`src/rtl/tft_busmod.sv`:
```
// tft_busmod
// ----------
// Turns calls from the TFT control layer into 8080-style parallel write
// cycles on the panel bus. A call is one of three kinds:
//   iCall[2] register write : command phase (iAddr) then data phase (iData)
//   iCall[1] command only   : command phase (iAddr)
//   iCall[0] data only      : data phase (iData)
// If more than one bit is set, the highest bit wins.
//
// Each phase is SETUP (T_SETUP cycles, WR_N high) -> WRL (T_WRL cycles,
// WR_N low) -> WRH (T_WRH cycles, WR_N high, bus held). After the last phase
// the FSM goes DONE (oDone pulse, CS_N released) -> DONE_CLR -> IDLE.
//
// Ports
//   CLOCK     in   1   system clock, rising edge
//   RESET     in   1   asynchronous reset, active low
//   iCall     in   3   call request bits (see above)
//   oDone     out  1   one-cycle completion pulse
//   iAddr     in   8   command / register index
//   iData     in   16  register value or pixel colour
//   TFT_CS_N  out  1   panel chip select, active low
//   TFT_RS    out  1   0 = command, 1 = data
//   TFT_WR_N  out  1   write strobe, panel latches on rising edge
//   TFT_RD_N  out  1   read strobe, tied high (write-only bus)
//   TFT_DB    out  16  panel data bus
//   oErr      out  1   only with TFT_BUS_ERR_EN: sticky protocol error flag
//
// Configuration
//   TFT_BUS_ERR_EN  when defined, adds oErr. It is set when iCall is
//                   multi-hot as it is sampled in IDLE, or when iCall falls
//                   to zero while a transaction is on the bus. Only RESET
//                   clears it.

module tft_busmod #(
    parameter int T_SETUP = 1,
    parameter int T_WRL   = 2,
    parameter int T_WRH   = 2
) (
    input  logic        CLOCK,
    input  logic        RESET,
    input  logic [2:0]  iCall,
    output logic        oDone,
    input  logic [7:0]  iAddr,
    input  logic [15:0] iData,
    output logic        TFT_CS_N,
    output logic        TFT_RS,
    output logic        TFT_WR_N,
    output logic        TFT_RD_N,
    output logic [15:0] TFT_DB
`ifdef TFT_BUS_ERR_EN
    ,
    output logic        oErr
`endif
);

    typedef enum logic [2:0] {
        IDLE,
        SETUP,
        WRL,
        WRH,
        DONE,
        DONE_CLR
    } state_t;

    localparam logic [3:0] SETUP_LOAD = 4'(T_SETUP - 1);
    localparam logic [3:0] WRL_LOAD   = 4'(T_WRL - 1);
    localparam logic [3:0] WRH_LOAD   = 4'(T_WRH - 1);

    state_t      state_q, state_d;
    logic [3:0]  cnt_q, cnt_d;
    logic        rs_q, rs_d;
    logic [15:0] db_q, db_d;
    logic [15:0] data_q, data_d;
    logic        second_q, second_d;

`ifdef TFT_BUS_ERR_EN
    logic        err_q, err_d;
`endif

    // State register plus the latched bus values. The command index goes
    // straight into db_q at sampling time, so only the data word needs its
    // own holding register for the second phase of a register write.
    always_ff @(posedge CLOCK or negedge RESET) begin
        if (!RESET) begin
            state_q  <= IDLE;
            cnt_q    <= 4'd0;
            rs_q     <= 1'b1;
            db_q     <= 16'h0000;
            data_q   <= 16'h0000;
            second_q <= 1'b0;
`ifdef TFT_BUS_ERR_EN
            err_q    <= 1'b0;
`endif
        end else begin
            state_q  <= state_d;
            cnt_q    <= cnt_d;
            rs_q     <= rs_d;
            db_q     <= db_d;
            data_q   <= data_d;
            second_q <= second_d;
`ifdef TFT_BUS_ERR_EN
            err_q    <= err_d;
`endif
        end
    end

    // Next-state logic. The phase counter is loaded with (length-1) on
    // entry to each timed state and the state advances when it hits zero.
    always_comb begin
        state_d  = state_q;
        cnt_d    = cnt_q;
        rs_d     = rs_q;
        db_d     = db_q;
        data_d   = data_q;
        second_d = second_q;
        unique case (state_q)
            IDLE: begin
                if (iCall != 3'b000) begin
                    state_d = SETUP;
                    cnt_d   = SETUP_LOAD;
                    data_d  = iData;
                    if (iCall[2] || iCall[1]) begin
                        rs_d     = 1'b0;
                        db_d     = {8'h00, iAddr};
                        second_d = iCall[2];
                    end else begin
                        rs_d     = 1'b1;
                        db_d     = iData;
                        second_d = 1'b0;
                    end
                end
            end
            SETUP: begin
                if (cnt_q == 4'd0) begin
                    state_d = WRL;
                    cnt_d   = WRL_LOAD;
                end else begin
                    cnt_d = cnt_q - 4'd1;
                end
            end
            WRL: begin
                if (cnt_q == 4'd0) begin
                    state_d = WRH;
                    cnt_d   = WRH_LOAD;
                end else begin
                    cnt_d = cnt_q - 4'd1;
                end
            end
            WRH: begin
                if (cnt_q != 4'd0) begin
                    cnt_d = cnt_q - 4'd1;
                end else if (second_q) begin
                    // Register write: chain straight into the data phase
                    // without releasing chip select.
                    state_d  = SETUP;
                    cnt_d    = SETUP_LOAD;
                    rs_d     = 1'b1;
                    db_d     = data_q;
                    second_d = 1'b0;
                end else begin
                    state_d = DONE;
                end
            end
            DONE:     state_d = DONE_CLR;
            DONE_CLR: state_d = IDLE;
            default:  state_d = IDLE;
        endcase
    end

`ifdef TFT_BUS_ERR_EN
    // Sticky error: multi-hot call at sampling, or the caller abandoning
    // its call while the bus cycle is still in progress.
    always_comb begin
        err_d = err_q;
        if (state_q == IDLE && (iCall & (iCall - 3'd1)) != 3'b000) begin
            err_d = 1'b1;
        end
        if ((state_q == SETUP || state_q == WRL || state_q == WRH) && iCall == 3'b000) begin
            err_d = 1'b1;
        end
    end

    assign oErr = err_q;
`endif

    // Outputs decoded from the registered state, so an asynchronous reset
    // returns every pin to its idle level at once.
    always_comb begin
        TFT_CS_N = !(state_q == SETUP || state_q == WRL || state_q == WRH);
        TFT_WR_N = (state_q != WRL);
        TFT_RD_N = 1'b1;
        TFT_RS   = rs_q;
        TFT_DB   = db_q;
        oDone    = (state_q == DONE);
    end

endmodule
```
`config.mk`:
```
export PLATFORM = sky130hd
export DESIGN_NAME = tft_busmod
export DESIGN_NICKNAME = d
export VERILOG_FILES = /design/src/rtl/tft_busmod.sv
export SDC_FILE = /design/constraint.sdc
export NUM_CORES = 1
export LEC_CHECK = 0
export BUFFER_PORTS_ARGS = -buffer_cell sky130_fd_sc_hd__buf_2
export CORE_UTILIZATION = 52
export CTS_CLUSTER_SIZE = 16
export DETAILED_ROUTE_END_ITERATION = 12
export PLACE_DENSITY_LB_ADDON = 0.3
export SYNTH_ARGS = -nofsm -noshare
export SYNTH_HDL_FRONTEND = slang
export SYNTH_SLANG_ARGS = --single-unit
```
`constraint.sdc`:
```
create_clock -name CLOCK -period 2.3 [get_ports CLOCK]
set_input_delay 0.23 -clock CLOCK [delete_from_list [all_inputs] [get_ports CLOCK]]
set_output_delay 0.23 -clock CLOCK [all_outputs]
set_load 0.02 [all_outputs]
```
==> flow_metrics.tcl <==
set metrics [dict create \
    synth_area_per_cell_um2 10.4 \
    slew_violations 0 \
    p_sw_w 0.00143 \
    p_int_w 0.00203 \
    outcome "complete, no violations" \
    clk_pin_slew_ns 0.07 \
    tns_ns 0 \
    slowest_delay_ns 0.78 \
    regToRegStartpoint "cnt_q[0]$_DFFE_PN0P_" \
    diodes 0 \
    ctsHoldBuffers 0 \
    coreArea_um2 3690 \
    drcViolationCount 0 \
    slew-limit-headroom 0.393 \
    start_util 0.543 \
    cp_top_family "compound AO/OA/AOI/OAI gates" \
    layout_commonest_cell "buf_2" \
    start_kind "register" \
    clockRootBuffer "clkbuf_8" \
    syn2layout_area_growth_pct 17.7 \
    critical_path.startpoint "cnt_q[0]$_DFFE_PN0P_" \
    crit_path_end_kind "register" \
    worstPathCellList "inv_1 > ha_1 > nor3b_4 > a32oi_4 > a311oi_1 > a21o_1" \
    die_y_um 64.1 \
    final_nets 269 \
    timing.hold.ws_ns 0.0511 \
    yosysWarningCount 0 \
    post_synth_num_cell_types 36 \
    ys.flop_type "dfrtp_1" \
    crit_buf_inv 1 \
    first_pass_iters 4 \
    use_met2 0.382 \
    vias 1623 \
    globalRouteTotalUtil 0.236 \
    synthArstFlopShare 1.00 \
    place_congestion 0.780 \
    setup_violations 0 \
    hp-class "in2async" \
    fp.dieW_um 64.1 \
    ys_ff_latch 41 \
    required_ns 2.48 \
    syn_inst 193 \
    pwr-share-comb 0.488 \
    numClockSinks 41 \
    grt_busiest_layer "met2" \
    power_leakage_nw 1.16 \
    port-buffer-count 48 \
    dp_hpwl_um 2870 \
    p_total_w 0.00346 \
    worst_slew_pin_slew_ns 0.911 \
    io-pin-count 50 \
    met3_usage 0.0429 \
    drt-initial-drc-count 104 \
    numCtsBuffers 5 \
    ctsLongestPathBuffers 2 \
    p_sw_frac 0.413 \
    grt_max_degree 42 \
    final_cell_mix "buf_2 (48), dfrtp_1 (40), nand2_1 (20), o21ai_0 (20), mux2_2 (16)" \
    hold_violations 0 \
    overflow 0 \
    antenna_found_initial 0 \
    yosys.area.top_type "dfrtp_1" \
    vdd_drop_max_mv 0.719 \
    final_cells 288 \
    pwr-share-seq 0.380 \
    place_inst 280 \
    wl_per_cell_um 14.7 \
    period_share 0.887 \
    pwr-share-clk 0.132 \
    rsz0062_at_grt "no" \
    use_met1 0.307 \
    vias_per_cell 5.64 \
    p_per_area_nw_per_um2 1470 \
    h-tree-depth 2 \
    synth-edff-count 0 \
    timing.final.crit_period_ns 2.04 \
    final_antenna_net_count 0 \
    syn_area_um2 2000 \
    ys_top_cells_by_area "dfrtp_1 (50%), mux2_2 (9.0%), o21ai_0 (5.0%)" \
    maxCapViolations 0 \
    worstPathMaxFanout 34 \
    synth_top_area_frac 0.499 \
    dieArea_um2 4110 \
    clk_latency_ns 0.30 \
    cp.arrival_ns 2.23 \
    fin_worst_skew_ns 0.00635 \
    cp_slowest_cell "a32oi_4" \
    criticalPathCategory "reg2reg" \
    cts_tree "done" \
    wirelength_um 4240 \
    grt_pass1_wl_um 7340 \
    max_freq_mhz 490 \
    drive_gt1_frac 0.354 \
    syn_nets 223 \
    grt_pass1_vias 1646 \
    placementRows 22 \
    synth_seq_area_share 0.512 \
]
[Yosys cell counts, types with 2 or more instances]
| cell | instances |
|---|---|
| dfrtp_1 | 40 |
| nand2_1 | 20 |
| o21ai_0 | 20 |
| mux2_2 | 16 |
| a21oi_1 | 13 |
| nor2_1 | 13 |
| and3_1 | 9 |
| a21o_1 | 8 |
| a311oi_1 | 8 |
| buf_2 | 7 |
| clkbuf_1 | 4 |
| buf_4 | 3 |
| inv_1 | 3 |
| nand2b_1 | 2 |
| nand3b_1 | 2 |
| nor3_1 | 2 |
| o2bb2ai_1 | 2 |
| o31ai_1 | 2 |
| or3b_2 | 2 |
[metal layers]
| metal | part of all wire | vias to the layer above |
|---|---|---|
| li1 | - | 779 |
| met1 | 0.44 | 781 |
| met2 | 0.49 | 56 |
| met3 | 0.061 | 7 |
| met4 | 0.017 | 0 |
| met5 | 0 | - |
[cells by family after synthesis]
family	after synthesis	share of synthesized area
AO/OA/AOI/OAI	58	0.192
AND/OR/NAND/NOR	58	0.151
flip-flops	41	0.512
buffers and inverters	17	0.0418
multiplexers	16	0.0899
adder cells (fa/ha/maj)	1	0.00624
other	1	0.00187
XOR/XNOR	1	0.00437
[per-stage QoR]
stage          area (µm²)  worst slack (ns)  utilization
2_1_floorplan        2000             0.617            -
6_report             2360             0.259        0.639
3_3_place_gp         2270             0.322        0.615
4_1_cts              2350             0.266        0.638
3_5_place_dp         2270             0.269        0.615
5_1_grt              2360            0.0639        0.639
[cell type report]
class / count / area [µm²]
Fill cell: 305 / 1330
Clock inverter: 2 / 10.0
Clock buffer: 6 / 72.6
Multi-Input combinational cell: 135 / 900
Tap cell: 48 / 60.1
Sequential cell: 41 / 1030
Inverter: 3 / 11.3
Timing Repair Buffer: 53 / 278
[final timing paths]
kind,slack (ns),cells after the start,end
min,0.05,1,cnt_q[2]$_DFFE_PN0P_
min reg2reg,0.48,2,TFT_DB[8]$_DFFE_PN0P_
max reg2reg,0.26,6,TFT_DB[6]$_DFFE_PN0P_
max in group asynchronous,1.70,1,data_q[3]$_DFFE_PN0P_
min in group CLOCK,0.17,2,data_q[15]$_DFFE_PN0P_
max,0.26,6,TFT_DB[6]$_DFFE_PN0P_
[flip-flops by register name, indices dropped and copies added, names as in the netlist]
| name | cells |
|---|---|
| state_q | 3 |
| TFT_DB | 16 |
| data_q | 16 |
| cnt_q | 4 |
| TFT_RS | 1 |
| second_q | 1 |
[power by group through the flow]
stage	clock (W)	sequential, W	combinational (W)
2_1_floorplan	0	0.00144	0.00112
3_3_place_gp	0	0.00131	0.00163
3_5_place_dp	0	0.00132	0.00168
4_1_cts	0.000470	0.00131	0.00168
5_1_grt	0.000495	0.00137	0.00187
6_report	0.000456	0.00132	0.00169
[timing repair]
action	in CTS	in global routing
endpoints found under the setup margin	0	1
buffers inserted	0	0
resized for setup	0	1
Note: power is estimated with default switching activity, not from simulation.
